$ cat src/rtl/mem_arbiter.sv
// mem_arbiter: shares one unified instruction/data memory port between
// port 0 (CPU datapath) and port 1 (DMA/loader), one transaction at a time.
//
// Ports:
//   clk, reset          rising-edge clock, synchronous active-high reset
//   req/we/adr/wd{0,1}  requester transaction inputs, held until ack
//   ack{0,1}, rd{0,1}   one-cycle completion pulse and read data
//   mem_adr/mem_wd      latched memory address / write data
//   mem_we              one-cycle write strobe per write transaction
//   mem_rd              memory read data, valid MEM_LAT cycles after address
//   busy, owner         transaction in flight / port currently or last granted

module mem_arbiter #(
    parameter int AW      = 32,
    parameter int DW      = 32,
    parameter int MEM_LAT = 1
) (
    input  logic          clk,
    input  logic          reset,
    input  logic          req0,
    input  logic          we0,
    input  logic [AW-1:0] adr0,
    input  logic [DW-1:0] wd0,
    output logic          ack0,
    output logic [DW-1:0] rd0,
    input  logic          req1,
    input  logic          we1,
    input  logic [AW-1:0] adr1,
    input  logic [DW-1:0] wd1,
    output logic          ack1,
    output logic [DW-1:0] rd1,
    output logic [AW-1:0] mem_adr,
    output logic [DW-1:0] mem_wd,
    output logic          mem_we,
    input  logic [DW-1:0] mem_rd,
    output logic          busy,
    output logic          owner
);

    generate
        if (MEM_LAT < 1 || MEM_LAT > 7) begin : g_bad_lat
            $fatal(1, "mem_arbiter: MEM_LAT must be in 1..7");
        end
    endgenerate

    localparam logic [2:0] CNT_INIT = 3'(MEM_LAT - 1);

    typedef enum logic {
        IDLE,
        BUSY
    } state_t;

    state_t     state;
    state_t     state_n;
    logic [2:0] cnt;
    logic       wflag;
    logic       first;
    logic       grant;
    logic       gport;

    always_comb begin
        state_n = state;
        grant   = 1'b0;
        gport   = owner;
        busy    = 1'b0;
        mem_we  = 1'b0;
        ack0    = 1'b0;
        ack1    = 1'b0;
        rd0     = '0;
        rd1     = '0;
        unique case (state)
            IDLE: begin
                if (req0 || req1) begin
                    grant   = 1'b1;
                    // Contention goes to the port that did not win last.
                    gport   = (req0 && req1) ? ~owner : req1;
                    state_n = BUSY;
                end
            end
            BUSY: begin
                busy   = 1'b1;
                // Strobe only once so a multi-cycle access writes once.
                mem_we = wflag & first;
                if (cnt == 3'd0) begin
                    state_n = IDLE;
                    if (owner) begin
                        ack1 = 1'b1;
                        rd1  = mem_rd;
                    end else begin
                        ack0 = 1'b1;
                        rd0  = mem_rd;
                    end
                end
            end
            default: state_n = IDLE;
        endcase
    end

    always_ff @(posedge clk) begin
        if (reset) begin
            state <= IDLE;
        end else begin
            state <= state_n;
        end
    end

    always_ff @(posedge clk) begin
        if (reset) begin
            cnt     <= 3'd0;
            owner   <= 1'b1;
            wflag   <= 1'b0;
            first   <= 1'b0;
            mem_adr <= '0;
            mem_wd  <= '0;
        end else if (grant) begin
            mem_adr <= gport ? adr1 : adr0;
            mem_wd  <= gport ? wd1 : wd0;
            wflag   <= gport ? we1 : we0;
            owner   <= gport;
            cnt     <= CNT_INIT;
            first   <= 1'b1;
        end else if (state == BUSY) begin
            first <= 1'b0;
            if (cnt != 3'd0) begin
                cnt <= cnt - 3'd1;
            end
        end
    end

endmodule

$ cat config.mk
export PLATFORM = sky130hd
export DESIGN_NAME = mem_arbiter
export DESIGN_NICKNAME = d
export VERILOG_FILES = /design/src/rtl/mem_arbiter.sv
export SDC_FILE = /design/constraint.sdc
export NUM_CORES = 1
export LEC_CHECK = 0
export CAP_MARGIN = 20
export CORE_AREA = 2 2 116 118
export DETAILED_ROUTE_END_ITERATION = 16
export DIE_AREA = 0 0 118 120
export PLACE_DENSITY = 0.7
export RECOVER_POWER = 50
export SYNTH_ARGS = -nofsm -noshare
export SYNTH_HDL_FRONTEND = slang
export SYNTH_SLANG_ARGS = --single-unit
$ cat constraint.sdc
create_clock -name clk -period 1.8 [get_ports clk]
set_input_delay 0.36 -clock clk [delete_from_list [all_inputs] [get_ports clk]]
set_output_delay 0.36 -clock clk [all_outputs]
set_load 0.01 [all_outputs]
== After elaboration in Yosys (flattened, before gate mapping) ==
Index checks and enable logic that the tools add are counted.

* Bitwise gates (word level): 3
* Reductions and logical operators: 7
* $add $sub $neg: 1
* Mux-type cells: 26

{| class="wikitable"
|+ Operators by type and width
! operator !! count
|-
| 2-to-1 mux 32 bit || 8
|-
| 2-to-1 mux 1 bit || 17
|-
| zero test 3 bit || 1
|-
| nonzero test 3 bit || 1
|-
| subtractor 3 x 1 -> 3 bit, second input constant || 1
|-
| NOT 1 bit || 2
|-
| one-hot mux 1 bit (2 select lines) || 1
|-
| AND reduction 2 bit || 1
|-
| nonzero test 2 bit || 1
|-
| OR reduction 2 bit || 1
|-
| AND 1 bit || 1
|-
| logical AND 1 bit || 1
|-
| logical OR 1 bit || 1
|}

* Input port bits: 166
* Logic and storage cells: 44
* Flip-flop bits (word level): 71

== Logic depth before layout (Yosys ltp) ==
Gate-level depths: netlist of run 1.

* Depth in word-level cells: 5
* Depth in mapped cells: 6

== Worst setup path after synthesis of run 1 ==
No wires, ideal clock.

* Path type: reg2out
* Start: reg cnt[0]
* End: out rd0[22]
* Buffers on the path: 1
* Setup slack: -0.010 ns
* Required time: 1.440 ns
* Arrival: 1.450 ns
* Cell stages (with the launch flop): 7
* Cells stage by stage: dfxtp_1 > inv_1 > ha_1 > nand2b_1 > nor3b_2 > clkbuf_1 > and2_1

* Cells in the longest elaborated chain, start to end: 3

{| class="wikitable"
|+ RTL lines
! element !! RTL line !! source
|-
| start: declaration || 55 || <nowiki>logic [2:0] cnt;</nowiki>
|-
| start signal: assignment || 125 || <nowiki>cnt <= cnt - 3'd1;</nowiki>
|-
| zero test 3 bit || 84 || <nowiki>if (cnt == 3'd0) begin</nowiki>
|-
| 2-to-1 mux 32 bit || 84 ||
|-
| 2-to-1 mux 32 bit || 71 || <nowiki>unique case (state)</nowiki>
|-
| end: declaration || 25 || <nowiki>output logic [DW-1:0] rd0,</nowiki>
|}

Every way passes these cells.

== Worst setup path after layout of run 1 ==
* Start: reg cnt[1]
* End: out rd0[21]

The elaborated chain is that of the path after synthesis.

==> qor.yml, run 1 <==
wl_mm: 14.46
route.detailed.drc: 0
endpoint_kind: "output pin"
cp_max_fo: 5
ir_drop_mv: 0.3986
syn-num-nets: 492
overflow: 0
drt-wirelength-per-cell_um: 17.21
hpwl_mm: 10.19
grt_pass1_vias: 3954
core_area_mm2: 0.01298
path_clk_slew_ps: 60
synthCells: 324
arrival_ps: 1790
ant_nets: 0
io_pins: 299
yosysWarnings: 0
clkSinkCount: 71
antenna_found_initial: 0
worst_pin_slew_ps: 464.9
ys_seq_area_share_pct: 41.95
slowest_stage: "dfxtp_2"
setup_ws_ps: -350.2
die_width_um: 118
path_cells: "inv_2 -> ha_4 -> nand2b_4 -> nor3b_4 -> buf_6 -> buf_12 -> buf_12 -> and2_4 -> buf_6"
cts_buffers: 9
design_area_mm2: 0.007617
yosys.area.top_type: "dfxtp_1"
start_util_pct: 26.10
clockBufferDepth: 2
path_class: "reg2out"
hold_class: "reg2reg"
avgSynthCellArea_um2: 10.46
max_cap_violations: 0
r2r_setup_slack_ps: -110
die_area_mm2: 0.01416
grt_max_degree: 38
synth_top_area_share_pct: 41.95
syn-cell-area_mm2: 0.003388
core.rowCount: 42
final.min_clock_period_ps: 2150
die_h_um: 120
final_util_pct: 58.69
clock_latency_ps: 320
grt_first_pass_wirelength_mm: 20.80
leakage_nw: 3.313
status: "complete, but fails checks"
wl_met3_mm: 1.174
antennaDiodeCount: 0
grt_setup_unrepaired: "true"
slew_violations: 0
port-buffer-count: 298
met2_wirelength_mm: 7.391
yosys-top-cells-area: "dfxtp_1, mux2i_1, o2bb2ai_1, and2_1, clkbuf_1"
violations: "setup timing"
p_per_area_mw_per_mm2: 710.6
top_layer_used: "met4"
synth.distinct_cells: 24
detail_route.iter0.violations: 72
viasPerCell: 4.580
drt-pass1-iter-count: 4
holdBufCountCts: 0
period_share_pct: 119.5
post_dp_cell_area_mm2: 0.006708
cts_tree: "built"
worst_ep_required_time_ps: 1440
startpoint_type: "flop"
final_nets: 827
whs_ps: 453.3
cts-root-buf: "clkbuf_16"
hold_violations: 0
vias: 3847
wl_met1_mm: 5.337
slew_headroom_pct: 69.00
area_growth_pct: 124.8
gp_congestion: 0.8494
post_route_cells_drive_above_1_share_pct: 31.02
setup_viol: 114
h-tree-depth: 3
clock_skew_ps: 4.904
critPathMaxStageDelay_ps: 320
ys_ff_latch: 71
grt_use_total_pct: 18.70
clock.fmax_mhz: 465.1
[what timing repair did]
| item | 4_1_cts | 5_1_grt |
|---|---|---|
| setup buffers | 14 | 11 |
| pin swaps | 28 | 13 |
| gates resized for setup | 374 | 53 |
| endpoints found under the setup margin | 67 | 81 |
| gates cloned | 5 | 3 |
[logic make-up (layout without fill, tap and decap cells)]
family	Yosys count	in the layout	synth area share, %
mux	65	65	19.20
fa+ha+maj	2	2	0.7384
buf+inv	31	371	4.837
xor+xnor	1	1	0.2585
flops	71	71	41.95
simple gates	84	84	15.03
compound gates	70	70	17.98
[critical path: cells and delay by family, from the launching register on]
family | cells | cell delay (ps)
adders and majority gates | 1 | 150
DFF | 1 | 320
buffers and inverters | 5 | 530
and+or+nand+nor | 3 | 450
[placed cells by master, fill, tap and decap left out, types with 2 or more instances in the layout]
master / n
buf_4: 22
clkbuf_16: 11
dfxtp_1: 68
a311oi_1: 2
nor3_1: 4
buf_2: 7
clkinv_2: 2
dlygate4sd3_1: 59
and2_4: 57
buf_12: 8
buf_6: 79
dfxtp_2: 3
mux2i_1: 63
a21oi_1: 2
mux2i_2: 2
and2_1: 7
inv_2: 2
nor2_1: 5
buf_16: 2
nand2_1: 2
clkdlybuf4s50_1: 172
nand2b_1: 2
o2bb2ai_1: 65
[report_power, final]
| part | internal [mW] | leakage (nW) | switching, mW |
|---|---|---|---|
| logic | 1.11 | 2.58 | 0.702 |
| registers | 1.74 | 0.587 | 0.0833 |
| clock network | 1.11 | 0.146 | 0.668 |
| total | 3.96 | 3.31 | 1.45 |
[synth_stat cells]
| cell | instances |
|---|---|
| dfxtp_1 | 71 |
| and2_1 | 64 |
| xnor2_1 | 1 |
| a311oi_1 | 2 |
| buf_2 | 2 |
| nand2b_1 | 3 |
| nor3_1 | 4 |
| buf_6 | 5 |
| a21oi_1 | 2 |
| nand2_1 | 2 |
| or2_2 | 1 |
| nor3b_2 | 1 |
| nor2_1 | 6 |
| inv_1 | 3 |
| or3_1 | 1 |
| buf_4 | 2 |
| clkbuf_1 | 18 |
| mux2i_1 | 65 |
| buf_1 | 1 |
| o2bb2ai_1 | 65 |
| and4_1 | 1 |
| a22oi_2 | 1 |
| ha_1 | 2 |
| and3_1 | 1 |
[sequential cells by signal, summed over array words and instances, names as in the netlist, named ones only]
signal	flops
mem_wd	32
first	1
state	1
wflag	1
cnt	3
mem_adr	32
[metal layers]
| layer | vias to the layer above | track usage, % |
|---|---|---|
| met2 | 207 | 34.67 |
| met3 | 37 | 6.749 |
| met1 | 1754 | 18.40 |
| met4 | 0 | 9.111 |
| met5 | - | 0 |
| li1 | 1849 | - |
[metrics by stage]
| step | TNS (ps) | worst slack [ps] | std cells | power (mW) |
|---|---|---|---|---|
| final | -17030 | -350.2 | 840 | 5.413 |
| after global routing | -28530 | -406.1 | 840 | 5.680 |
| after CTS | -13980 | -307.5 | 828 | 5.396 |
| after detailed placement | -30080 | -373.5 | 793 | 3.474 |
| after global placement | -25160 | -275.9 | 793 | 3.454 |
| after floorplan | 0 | 75.72 | 324 | 2.482 |
[worst paths after layout]
path                  start          end  depth (start not counted)
setup / recovery     cnt[1]      rd0[21]                          9
setup reg to reg      state  mem_adr[15]                          7
hold reg to reg   mem_wd[4]    mem_wd[4]                          1
hold / removal    mem_wd[4]    mem_wd[4]                          1
[cell type report]
type,instances,area (um^2)
fill,1082,5363
clock inverter,5,56.30
tap,176,220.2
clock buffer,11,242.7
multi-input combinational,222,1986
sequential,71,1425
timing repair buffer,352,3676
inverter,3,11.26
Note: power is estimated with default switching activity, not from simulation.
==> run 2, diff against run 1 <==
CTS_CLUSTER_DIAMETER = 150   (was not set)
==> results of run 2 <==
Same layout as run 1: the final DEF is identical, and so are final timing and power.
==> run 3, diff against run 2 <==
clock period = 2.25 ns   (was 1.8 ns; I/O delays follow)
==> run 3 against run 2 <==
Compared with the run above: the run now ends clean; sequential share of layout area rose by 2.3 points; die area did not move; sequential power shrank 20%; cell area decreased by 11%; largest cell class unchanged; utilization decreased by 6.4 points; clock skew barely moved; flip-flop and latch count unchanged.
==> qor.yml, run 3 (synthesized netlist as in run 1, its figures left out) <==
detail_route.iter0.violations: 87  # was 72
path_clk_slew_ps: 60  # about the same
p_seq_share_pct: 33.8  # was 33.6%
hold_violations: 0  # unchanged
drt-wirelength-per-cell_um: 16.55  # was 17.21 um
slowest_stage: "dfxtp_2"  # unchanged
gp_congestion: 0.8097  # was 0.8494
final.min_clock_period_ps: 2149
path_depth: 7  # was 9
port-buffer-count: 298  # unchanged
die_h_um: 120  # unchanged
post_dp_cell_area_mm2: 0.006593  # was 0.006708 mm^2
slew_violations: 0  # unchanged
grt_first_pass_wirelength_mm: 20.40  # was 20.80 mm
clkSinkCount: 71  # unchanged
ir_drop_mv: 0.3422  # was 0.3986 mV
reg2reg_from: "state"  # unchanged
dp.cells: 781  # was 793
clockBufferDepth: 2  # unchanged
final_nets: 788  # was 827
cts-root-buf: "clkbuf_16"  # unchanged
critPathMaxStageDelay_ps: 320  # about the same
path_cells: "inv_2 -> ha_4 -> nand2b_4 -> nor3b_4 -> buf_6 -> buf_16 -> dlygate4sd2_1"  # was inv_2 -> ha_4 -> nand2b_4 -> nor3b_4 -> buf_6 -> buf_12 -> buf_12 -> and2_4 -> buf_6
grt_setup_unrepaired: "false"  # was true
clock_skew_ps: 4.699  # was 4.904 ps
leakage_nw: 2.998  # was 3.313 nW
vias: 3675  # was 3847
cts_buffers: 9  # unchanged
max_cap_violations: 0  # unchanged
rr_worst_depth: 6  # was 7
area_growth_pct: 100.2  # was 124.8%
top_regs: "mem_adr (32), mem_wd (32), cnt (3)"  # unchanged
path_class: "reg2out"  # unchanged
core.rowCount: 42  # unchanged
clock.fmax_mhz: 465.4
hold_start: "mem_adr[15]"  # was mem_wd[4]
instances_no_fill: 801  # was 840
cp_max_fo: 16  # was 5
whs_ps: 455.4  # was 453.3 ps
worst_ep_required_time_ps: 1800  # was 1440 ps
cts_tree: "built"  # unchanged
arrival_ps: 1700  # was 1790 ps
die_area_mm2: 0.01416  # unchanged
route.detailed.drc: 0  # unchanged
worst_pin_slew_ps: 743.3  # was 464.9 ps
clock_latency_ps: 330  # was 320 ps
grt_use_total_pct: 18.31  # was 18.70%
drt-pass1-iter-count: 4  # unchanged
setup_viol: 0  # was 114
antennaDiodeCount: 0  # unchanged
io_pins: 299  # unchanged
antenna_found_initial: 0  # unchanged
p_int_mw: 3.180  # was 3.959 mW
fill_cells: 1232  # was 1082
hpwl_mm: 10.40  # was 10.19 mm
period_share_pct: 95.49
endpoint_kind: "output pin"  # unchanged
core_area_mm2: 0.01298  # unchanged
grt_max_degree: 37  # was 38
crit_start: "cnt[1]"  # unchanged
status: "completed"  # was complete, but fails checks
p_sw_share_pct: 25.97  # was 26.86%
critPathBufInv: 4  # was 5
start_util_pct: 26.10  # unchanged
p_sw_mw: 1.115  # was 1.454 mW
pwr-share-clk_pct: 38.4  # was 32.9%
min_path_cells: 1  # unchanged
startpoint_type: "flop"  # unchanged
viasPerCell: 4.588  # was 4.580
hold_class: "reg2reg"  # unchanged
wl_mm: 13.25  # was 14.46 mm
final_common_cell: "clkdlybuf4s50_1"  # unchanged
combPwrFrac_pct: 27.8  # was 33.5%
layout_common_cells: "clkdlybuf4s50_1, dfxtp_1, dlygate4sd3_1, mux2i_1, o2bb2ai_1"  # was clkdlybuf4s50_1, buf_6, dfxtp_1, o2bb2ai_1, mux2i_1
design_area_mm2: 0.006783  # was 0.007617 mm^2
slew_headroom_pct: 50.33  # was 69.00%
p_per_area_mw_per_mm2: 633.3  # was 710.6 mW/mm^2
post_route_cells_drive_above_1_share_pct: 13.92  # was 31.02%
overflow: 0  # unchanged
final_util_pct: 52.26  # was 58.69%
ant_nets: 0  # unchanged
h-tree-depth: 3  # unchanged
die_width_um: 118  # unchanged
critical_path.top_delay_family: "buffers and inverters"  # unchanged
grt_pass1_vias: 3873  # was 3954
run 3: cell count changes in the layout (fill, tap and decap cells not counted), moves of 3 or more:
cell and delta:
buf_6 -77, and2_1 +57, and2_4 -57, clkbuf_2 +23, dlygate4sd2_1 +18, buf_2 +17, buf_4 -17, dlygate4sd3_1 +8
clkdlybuf4s50_1 -7, buf_12 -3
run 3: routing by layer:
| metal | wire [um] | part of all wire, % | global-route usage (%) |
|---|---|---|---|
| met2 | 7036 | 53 | 34.67 |
| met3 | 968 | 7.3 | 5.846 |
| met5 | 0 | 0 | 0 |
| met4 | 280 | 2.1 | 7.229 |
| met1 | 4967 | 37 | 18.57 |
run 3: final timing paths:
check / slack, ps / end
worst max-delay path: 100 / ack0
worst min-delay path: 460 / mem_adr[15]
worst max register to register: 290 / mem_wd[3]
worst min register to register: 460 / mem_adr[15]
run 3: power by group through the flow:
stage	clock, mW	combinational (mW)	sequential [mW]
after floorplan	0	0.449	1.54
after global placement	0	1.26	1.48
after detailed placement	0	1.28	1.48
after CTS	1.69	1.28	1.46
after global routing	1.75	1.28	1.47
final	1.65	1.19	1.45
run 3: final cells by class:
| type | count | area (um^2) | share of cell area (%) |
|---|---|---|---|
| Clock buffer | 10 | 229.0 | 3.376 |
| Clock inverter | 6 | 115.1 | 1.697 |
| Inverter | 3 | 11.26 | 0.1660 |
| Multi-Input combinational cell | 222 | 1836 | 27.06 |
| Sequential cell | 71 | 1424 | 20.99 |
| Tap cell | 176 | 220.2 | 3.247 |
| Timing Repair Buffer | 313 | 2948 | 43.46 |
run 3: timing repair:
action / in CTS / in global routing
hold buffers: 0 / 0
cloned: 2 / 0
buffers inserted: 2 / 0
endpoints found under the setup margin: 66 / 47
resized for setup: 149 / 48
pin swaps: 1 / 0
run 3: per-stage QoR:
stage               TNS, ps  setup slack (ps)  power, mW
floorplan                 0             350.0      1.986
global route              0             40.43      4.503
finish                    0             101.4      4.296
global placement     -6.648            -1.745      2.740
detailed placement   -303.2            -35.70      2.759
CTS                  -6.658            -6.658      4.428
